--- config.mk ---
export PLATFORM = sky130hd
export DESIGN_NAME = rs_enc_lfsr
export DESIGN_NICKNAME = d
export VERILOG_FILES = /design/src/rtl/rs_enc_lfsr.sv
export SDC_FILE = /design/constraint.sdc
export NUM_CORES = 1
export LEC_CHECK = 0
export CAP_MARGIN = 20
export CORE_MARGIN = 5
export CORE_UTILIZATION = 29
export CTS_CLUSTER_DIAMETER = 30
export DETAILED_ROUTE_END_ITERATION = 8
export HOLD_SLACK_MARGIN = 0.15
export PLACE_DENSITY = 0.45
export SYNTH_ARGS = -nofsm -noshare
export SYNTH_HDL_FRONTEND = slang
export SYNTH_HIERARCHICAL = 1
export SYNTH_SLANG_ARGS = --single-unit
--- constraint.sdc ---
create_clock -name clk -period 2.5 [get_ports clk]
set_input_delay 0.375 -clock clk [delete_from_list [all_inputs] [get_ports clk]]
set_output_delay 0.375 -clock clk [all_outputs]
set_load 0.01 [all_outputs]
--- src/rtl/rs_enc_lfsr.sv ---
// Systematic RS(K+2,K) encoder over GF(8) (x^3+x+1), generator g(x) = x^2 + 6x + 3.
// Optional macro RS_ENC_ABORT_EN adds s_abort, which discards a partially encoded codeword.

module gf8mul (
  input  logic [2:0] a,
  input  logic [2:0] b,
  output logic [2:0] p
);
  logic [4:0] t;

  // Carry-less product, then fold x^3 = x+1 and x^4 = x^2+x.
  assign t[0] = a[0] & b[0];
  assign t[1] = (a[1] & b[0]) ^ (a[0] & b[1]);
  assign t[2] = (a[2] & b[0]) ^ (a[1] & b[1]) ^ (a[0] & b[2]);
  assign t[3] = (a[2] & b[1]) ^ (a[1] & b[2]);
  assign t[4] = a[2] & b[2];

  assign p[0] = t[0] ^ t[3];
  assign p[1] = t[1] ^ t[3] ^ t[4];
  assign p[2] = t[2] ^ t[4];
endmodule

module rs_enc_lfsr #(
  parameter int K = 5
) (
  input  logic       clk,
  input  logic       rst_n,
  input  logic       s_valid,
  output logic       s_ready,
  input  logic [2:0] s_data,
`ifdef RS_ENC_ABORT_EN
  input  logic       s_abort,
`endif
  output logic       m_valid,
  input  logic       m_ready,
  output logic [2:0] m_data,
  output logic       m_last,
  output logic       m_par
);
  // Handshake: a beat transfers on a rising edge where valid && ready are both high;
  // m_data/m_par/m_last are held stable while m_valid && !m_ready, and s_ready
  // never depends on s_valid.

  typedef enum logic [1:0] {
    ST_DATA = 2'd0,
    ST_PAR1 = 2'd1,
    ST_PAR2 = 2'd2
  } state_e;

  state_e     state_q, state_d;
  logic [2:0] cnt_q, cnt_d;
  logic [2:0] r1_q, r1_d;
  logic [2:0] r0_q, r0_d;
  logic       m_valid_q, m_valid_d;
  logic [2:0] m_data_q, m_data_d;
  logic       m_par_q, m_par_d;
  logic       m_last_q, m_last_d;

  logic       slot_free;
  logic       s_ready_c;
  logic       abort_c;
  logic [2:0] fb;
  logic [2:0] fb_x6;
  logic [2:0] fb_x3;

  assign fb = s_data ^ r1_q;

  gf8mul u_mul6 (
    .a (fb),
    .b (3'd6),
    .p (fb_x6)
  );

  gf8mul u_mul3 (
    .a (fb),
    .b (3'd3),
    .p (fb_x3)
  );

`ifdef RS_ENC_ABORT_EN
  assign abort_c = s_abort;
`else
  assign abort_c = 1'b0;
`endif

  assign slot_free = !m_valid_q || m_ready;

  always_comb begin
    state_d   = state_q;
    cnt_d     = cnt_q;
    r1_d      = r1_q;
    r0_d      = r0_q;
    m_valid_d = m_valid_q && !m_ready;
    m_data_d  = m_data_q;
    m_par_d   = m_par_q;
    m_last_d  = m_last_q;
    s_ready_c = 1'b0;

    case (state_q)
      ST_DATA: begin
        s_ready_c = slot_free && !abort_c;
        if (s_valid && s_ready_c) begin
          m_data_d  = s_data;
          m_valid_d = 1'b1;
          m_par_d   = 1'b0;
          m_last_d  = 1'b0;
          r1_d      = r0_q ^ fb_x6;
          r0_d      = fb_x3;
          if (cnt_q == 3'(K - 1)) begin
            cnt_d   = '0;
            state_d = ST_PAR1;
          end else begin
            cnt_d = cnt_q + 3'd1;
          end
        end
      end
      ST_PAR1: begin
        if (slot_free && !abort_c) begin
          m_data_d  = r1_q;
          m_valid_d = 1'b1;
          m_par_d   = 1'b1;
          m_last_d  = 1'b0;
          r1_d      = r0_q;
          r0_d      = '0;
          state_d   = ST_PAR2;
        end
      end
      ST_PAR2: begin
        if (slot_free && !abort_c) begin
          m_data_d  = r1_q;
          m_valid_d = 1'b1;
          m_par_d   = 1'b1;
          m_last_d  = 1'b1;
          r1_d      = '0;
          state_d   = ST_DATA;
        end
      end
      default: begin
        state_d = ST_DATA;
      end
    endcase

    // Abort drops the codeword in progress but leaves any pending output beat alone.
    if (abort_c) begin
      state_d = ST_DATA;
      cnt_d   = '0;
      r1_d    = '0;
      r0_d    = '0;
    end
  end

  always_ff @(posedge clk or negedge rst_n) begin
    if (!rst_n) begin
      state_q   <= ST_DATA;
      cnt_q     <= '0;
      r1_q      <= '0;
      r0_q      <= '0;
      m_valid_q <= 1'b0;
      m_data_q  <= '0;
      m_par_q   <= 1'b0;
      m_last_q  <= 1'b0;
    end else begin
      state_q   <= state_d;
      cnt_q     <= cnt_d;
      r1_q      <= r1_d;
      r0_q      <= r0_d;
      m_valid_q <= m_valid_d;
      m_data_q  <= m_data_d;
      m_par_q   <= m_par_d;
      m_last_q  <= m_last_d;
    end
  end

  // s_ready is combinational, so it is masked to read low while reset is held.
  assign s_ready = s_ready_c && rst_n;
  assign m_valid = m_valid_q;
  assign m_data  = m_data_q;
  assign m_par   = m_par_q;
  assign m_last  = m_last_q;

endmodule

==> results of run 1 <==
worst max-delay path, cell delays in order (launching register included):
cell and delay [ns]:
dfrtp_1 0.42, inv_1 0.14, ha_1 0.27, and3_1 0.18
clkdlybuf4s50_1 0.53
power by group through the flow:
stage	clock (uW)	combinational [uW]	sequential, uW
6_report	206	1350	501
5_1_grt	227	1520	522
4_1_cts	220	1370	504
3_5_place_dp	0	1370	509
3_3_place_gp	0	1340	504
2_1_floorplan	0	978	510
sequential cells by signal, summed over array words and instances, names as in the netlist:
signal   cells
r1_q         3
m_data       3
m_par        1
state_q      2
m_valid      1
cnt_q        3
r0_q         3
m_last       1
metal layers:
| layer | global-route usage | share of wire | routed length [um] | vias to the layer above |
|---|---|---|---|---|
| met4 | 0.0206 | 0.0090 | 26 | 0 |
| met5 | 0 | 0 | 0 | - |
| met2 | 0.182 | 0.49 | 1400 | 11 |
| met1 | 0.123 | 0.47 | 1360 | 517 |
| met3 | 0.0226 | 0.031 | 90 | 2 |
| li1 | - | - | - | 580 |
worst max-delay path by stage:
stage	endpoint	from	slack, ns
final	s_ready	state_q[0]	0.33
after global routing	r1_q[2]	s_data[0]	0.18
after CTS	s_ready	state_q[0]	0.32
after floorplan	r1_q[2]	s_data[0]	0.31
after global placement	r1_q[2]	s_data[2]	0.09
after detailed placement	r1_q[2]	s_data[0]	0.08
cells in the mapped netlist, types with 2 or more instances:
cell type,number
a21oi_1,4
a22oi_2,2
o221ai_1,2
nor2b_1,7
a22oi_1,2
xnor2_1,5
a31oi_1,2
mux2_2,19
o21ai_1,2
o21a_1,2
dfrtp_1,17
nand2_1,18
ha_1,8
o21ai_0,4
nor2_1,3
o211ai_1,2
nand2b_1,7
xor2_1,7
or3b_1,2
conb_1,2
nand3_1,4
a311oi_2,2
inv_1,6
a22o_1,2
buf_6,2
buf_2,2
cell families (layout without fill, tap and decap cells):
logic type,Yosys count,after routing,synth area share
and+or+nand+nor,44,44,0.163
AOI/OAI and AO/OA,32,32,0.187
muxes,19,19,0.153
DFF,17,17,0.304
xor gates and xnor gates,12,12,0.0750
buffers and inverters,11,31,0.0420
adders and majority gates,8,8,0.0714
other,2,24,0.00536
area by class of cell:
type	count	area (um2)
Clock buffer	3	41.3
Clock inverter	1	5.00
Fill cell	497	2940
Inverter	6	22.5
Multi-Input combinational cell	139	1000
Sequential cell	17	425
Tap cell	54	67.6
Timing Repair Buffer	21	190
stage by stage:
step                utilization  cells  area, um2
floorplan                     -    167       1480
global placement          0.363    237       1710
detailed placement        0.363    237       1710
CTS                       0.373    241       1750
global route              0.373    241       1750
finish                    0.373    241       1750
==> metrics.md, run 1 <==
| Metric | Value |
|---|---|
| Final min period | roughly 2.2 ns |
| Distinct cells, synth | 36 |
| Switching pwr | 821 uW |
| I/O Pins | 14 |
| Starting Density | 0.299 |
| Logic pwr share | 0.657 |
| Internal power | 1240 uW |
| RSZ-0062 raised after global routing | false |
| Yosys top cell by area | dfrtp_1 |
| Final setup fails | 0 |
| Largest net degree at the start of global routing | 18 |
| Via Count | 1110 |
| Clock slew at reported path FFs | 0.07 ns |
| Hold slack | 0.484 ns |
| Max Clock Skew | 0.00860 ns |
| Final-report hold violation count | 0 |
| Total power | between 2000 and 2500 uW |
| Most frequent cells in the layout | 24 x conb_1, 19 x mux2_2, 18 x nand2_1, 17 x dfrtp_1, 13 x clkdlybuf4s50_1 |
| Worst Path Arrival | ~1.8 ns |
| Synth Area per Inst | approximately 9.7 um2 |
| Final worst-path cycle share | 0.867 |
| Synth Flop Type | dfrtp_1 |
| Mapped Area | 1400 um2 |
| Post-cts hold buffer count | 0 |
| Remaining global-route overflow | 0 |
| Post-Syn Instances | around 150 |
| Cell depth of the worst flop-to-flop path | 5 |
| Area growth from synthesis to layout | 25.0% |
| Worst-Skew Late Latency | between 0.2 and 0.3 ns |
| R2R Path End | r1_q[1] |
| Drt pass-1 iters | 4 |
| Max_slew headroom | 0.641 |
| Fmax | between 0.4 and 0.5 GHz |
| Wire length per cell | roughly 12 um |
| Core box area | ~4700 um2 |
| Cts bufs inserted | 3 |
| Setup bufs post-CTS | 0 |
| Diode count | 0 |
| Actual slew at the worst max-slew pin | approximately 0.54 ns |
| DRC viols | 0 |
| Max_cap viols | 0 |
| Leakage | around 0.00077 uW |
| CTS tree | yes |
| Critical setup path kind | flop to output port |
| Seq cells post-synth | 17 |
| Antenna Nets Post-Route | 0 |
| Min setup slack post-route | 0.333 ns |
| Clock Sink Count | 17 |
| Synth Warn # | 6 |
| Sequential Power Share | 0.243 |
| VDD IR max | 476 uV |
| Switch share | 0.398 |
| Final nets | between 200 and 250 |
| Worst-path maximum fanout | 6 |
| Ratio of cells with drive above 1 in the final layout | 0.203 |
| Clock Power Share | 0.100 |
| Most common cell after layout, fill and taps aside | conb_1 |
| R2r startpoint | state_q[1] |
| Synth area leaders | dfrtp_1 30%, mux2_2 15%, ha_1 7.1% |
| Setup crit end kind | output port |
| Post-cts resize count | 0 |
| Initial antenna violation count | 0 |
| First-pass GRT wire length | 5240 um |
| Status | finished clean |
| I/O Buffers | 13 |
| Detailed Route Iter0 Violations | 20 |
| RePlAce Congestion | 0.753 |
| Post-Route WL | 2880 um |
| Final HPWL DP | around 2300 um |
| Pre-CTS WS | 0.0795 ns |
| Die height | between 70 and 80 um |
| Vias in the first global route | 1174 |
| Top cell type's share of synthesized area | 0.304 |
| Min-delay worst type | input port to asynchronous set/reset pin |
| Power per cell area | 1180 nW/um2 |
| EDFF count, synth | 0 |
| Max clock buf depth | 2 |
| Clk root buf | clkbuf_8 |
| Die Wd | between 70 and 80 um |
| Vias per inst | around 4.6 |
| Final max-slew violation count | 0 |
| Register-to-register setup slack | 0.44 ns |
| Total negative slack | 0 ns |
| Row count | 25 |
| CP required | between 2 and 2.5 ns |
| Async set-reset flop share out of synthesis | 1.00 |
| Register area share after synthesis | 0.304 |
| Die ar. | 6320 um2 |
| CTS H-Tree Depth | 1 |
| Total track usage | 0.101 |
| CP Launch Type | flop |
No activity file was read; power rests on OpenSTA's default activity.
==> run 2, diff against run 1 <==
--- a/config.mk
+++ b/config.mk
@@ -11,8 +11,7 @@
 export CTS_CLUSTER_DIAMETER = 30
 export DETAILED_ROUTE_END_ITERATION = 8
 export HOLD_SLACK_MARGIN = 0.15
-export PLACE_DENSITY = 0.45
+export PLACE_DENSITY = 0.46
 export SYNTH_ARGS = -nofsm -noshare
 export SYNTH_HDL_FRONTEND = slang
-export SYNTH_HIERARCHICAL = 1
 export SYNTH_SLANG_ARGS = --single-unit
==> run 2 against run 1 <==
  * Total power is 21% lower
  * Largest power group unchanged
  * Sequential cell count unchanged
  * Critical path type unchanged
  * Clock power up 3%
  * Clock skew is essentially flat
  * Global-route usage shrank 1.0 points
  * Register-to-register slack improved by 0.05 ns
  * Combinational power down 33%
==> metrics.md, run 2 <==
| Metric | Value |
|---|---|
| Post-Syn Instances | 109 (-25%) |
| Clk root buf | clkbuf_8 |
| Post-route cell area | 1310 um2 (-25%) |
| Final setup fails | 0 (unchanged) |
| GRT met2 Usage | 0.141 (-0.0412) |
| Leakage | 0.000570 uW (-26%) |
| Final-report hold violation count | 0 (unchanged) |
| CP required | 2.12 ns (about the same) |
| Hold slack | 0.483 ns (-0.000656 ns) |
| R2r startpoint | state_q[0] |
| Initial antenna violation count | 0 (unchanged) |
| Top cell type's share of synthesized area | 0.389 (+0.0854) |
| RePlAce Congestion | 0.740 (-1.8%) |
| Post-DP Area | 1270 um2 (-26%) |
| Mapped Area | 1090 um2 (-22%) |
| Vias in the first global route | 837 (-29%) |
| Cts bufs inserted | 3 (unchanged) |
| Setup crit end kind | output port |
| Max_cap viols | 0 (unchanged) |
| End of the critical path | s_ready |
| VDD IR max | 425 uV (-11%) |
| Core Util, Final | 0.359 (-0.0145) |
| Setup bufs post-CTS | 0 (unchanged) |
| Core box area | 3660 um2 (-22%) |
| Gr busiest metal | met2 |
| Worst-path maximum fanout | 11 (+5) |
| Area growth from synthesis to layout | 20.1% |
| First-pass GRT wire length | 3710 um (-29%) |
| Critical path startpoint | state_q[0] |
| Register area share after synthesis | 0.389 (+0.0854) |
| Worst Path Arrival | 1.95 ns (+0.16 ns) |
| Actual slew at the worst max-slew pin | 0.485 ns (-0.0527 ns) |
| Status | finished clean |
| Most frequent cells in the layout | 17 x dfrtp_1, 13 x clkdlybuf4s50_1, 10 x nor2_1, 7 x a21oi_1, 7 x ha_1 |
| Min-delay worst type | input port to asynchronous set/reset pin |
| Final max-slew violation count | 0 (unchanged) |
| R2R Path End | m_par |
| Max Clock Skew | 0.00858 ns (-0.0000199 ns) |
| Clock Sink Count | 17 (unchanged) |
| Most common cell after layout, fill and taps aside | dfrtp_1 |
| Cell depth of the worst flop-to-flop path | 5 (unchanged) |
| Final HPWL DP | 1650 um (-30%) |
| CP Launch Type | flop |
| Starting Density | 0.299 (about the same) |
| EDFF count, synth | 0 (unchanged) |
| Synth top cells by count | 17 x dfrtp_1, 10 x nor2_1, 7 x a21oi_1, 7 x ha_1 |
| Final nets | 137 (-33%) |
| Remaining global-route overflow | 0 (unchanged) |
| DRC viols | 0 (unchanged) |
| Synth area leaders | dfrtp_1 39%, ha_1 8.0%, xnor3_1 4.1% |
| Register-to-register setup slack | 0.49 ns (+0.05 ns) |
| Worst-Skew Late Latency | 0.26 ns (about the same) |
| CTS H-Tree Depth | 1 (unchanged) |
| Die height | 71.4 um (-10%) |
| Synth Warn # | 0 (-6) |
| Largest net degree at the start of global routing | 18 (unchanged) |
| Drt pass-1 iters | 4 (unchanged) |
| Max clock buf depth | 2 (unchanged) |
| Diode count | 0 (unchanged) |
| Max_slew headroom | 0.676 (+0.0359) |
| Total track usage | 0.0911 (-0.0103) |
| Distinct cells, synth | 32 (-11%) |
| Total power | 1620 uW (-21%) |
| Met1 Use GR | 0.113 (-0.00994) |
| Post-Route WL | 2200 um (-24%) |
| Final worst-path cycle share | 0.930 (+0.0632) |
| Vias per inst | 4.86 (+5.5%) |
| Met3 usage | 0.0323 (+0.00968) |
| Seq cells post-synth | 17 (unchanged) |
| RSZ-0062 raised after global routing | false |
| Ratio of cells with drive above 1 in the final layout | 0.115 (-0.0885) |
| Yosys top cell by area | dfrtp_1 |
| Antenna Nets Post-Route | 0 (unchanged) |
| Async set-reset flop share out of synthesis | 1.00 (unchanged) |
| I/O Pins | 14 (unchanged) |
| Detailed Route Iter0 Violations | 10 (-50%) |
| Die Wd | 71.4 um (-10%) |
| CTS tree | yes |
| Clock slew at reported path FFs | 0.07 ns (about the same) |
| Post-cts hold buffer count | 0 (unchanged) |
| Fmax | 0.430 GHz (-6.8%) |
| Total negative slack | 0 ns (unchanged) |
| Most frequent cell after synthesis | dfrtp_1 |
| Wire length per cell | 12.9 um (+8.0%) |
| Mapped Nets | 123 |
| I/O Buffers | 13 (unchanged) |
| Die ar. | 5100 um2 (-19%) |
| Synth Area per Inst | 10.0 um2 (+3.8%) |
| Row count | 22 (-12%) |
| Via Count | 826 (-26%) |
| Final min period | 2.33 ns (+0.158 ns) |
| Power per cell area | 1240 nW/um2 (+5.0%) |
| Critical setup path kind | flop to output port |
| Post-cts resize count | 0 (unchanged) |
| Synth Flop Type | dfrtp_1 |
## run 2: per-layer routing
layer  vias to the layer above  wire (um)
met1                       405       1070
met3                         4         66
li1                        403          -
met5                         -          0
met4                         0         36
met2                        14       1030
## run 2: worst min path at each step
stage                from         end  cells past startpoint
CTS                 rst_n  state_q[0]                      2
floorplan           rst_n    cnt_q[0]                      0
global placement    m_par       m_par                      1
detailed placement  m_par       m_par                      1
global route        rst_n  state_q[0]                      2
finish              rst_n  state_q[0]                      2
## run 2: kinds of logic after synthesis
kind of cell | synth area share
XOR/XNOR | 0.125
AO/OA/AOI/OAI | 0.168
adder cells (fa/ha/maj) | 0.0801
AND/OR/NAND/NOR | 0.118
multiplexers | 0.0789
buffers and inverters | 0.0412
flip-flops | 0.389
## run 2: final cells by class
class	count	area (um2)
Clock buffer	4	45.0
Tap cell	48	60.1
Fill cell	375	2350
Multi-Input combinational cell	81	623
Timing Repair Buffer	14	138
Sequential cell	17	425
Inverter	6	22.5
## run 2: worst max-delay path, cell delays in order, from the launching register on
cell             delay, ns
dfrtp_1               0.43
inv_1                 0.12
ha_1                  0.39
and3_1                0.22
clkdlybuf4s50_1       0.53
## run 2: power breakdown
group	total (uW)	leakage, uW	internal, uW	switching (uW)
clock network	212	0.0000228	113	98.5
registers	505	0.000207	396	109
logic	906	0.000340	473	433
## run 2: stage by stage
stage	std cells	worst slack [ns]
after floorplan	109	0.849
final	170	0.175
after global placement	166	0.345
after global routing	170	0.0751
after detailed placement	166	0.313
after CTS	170	0.171
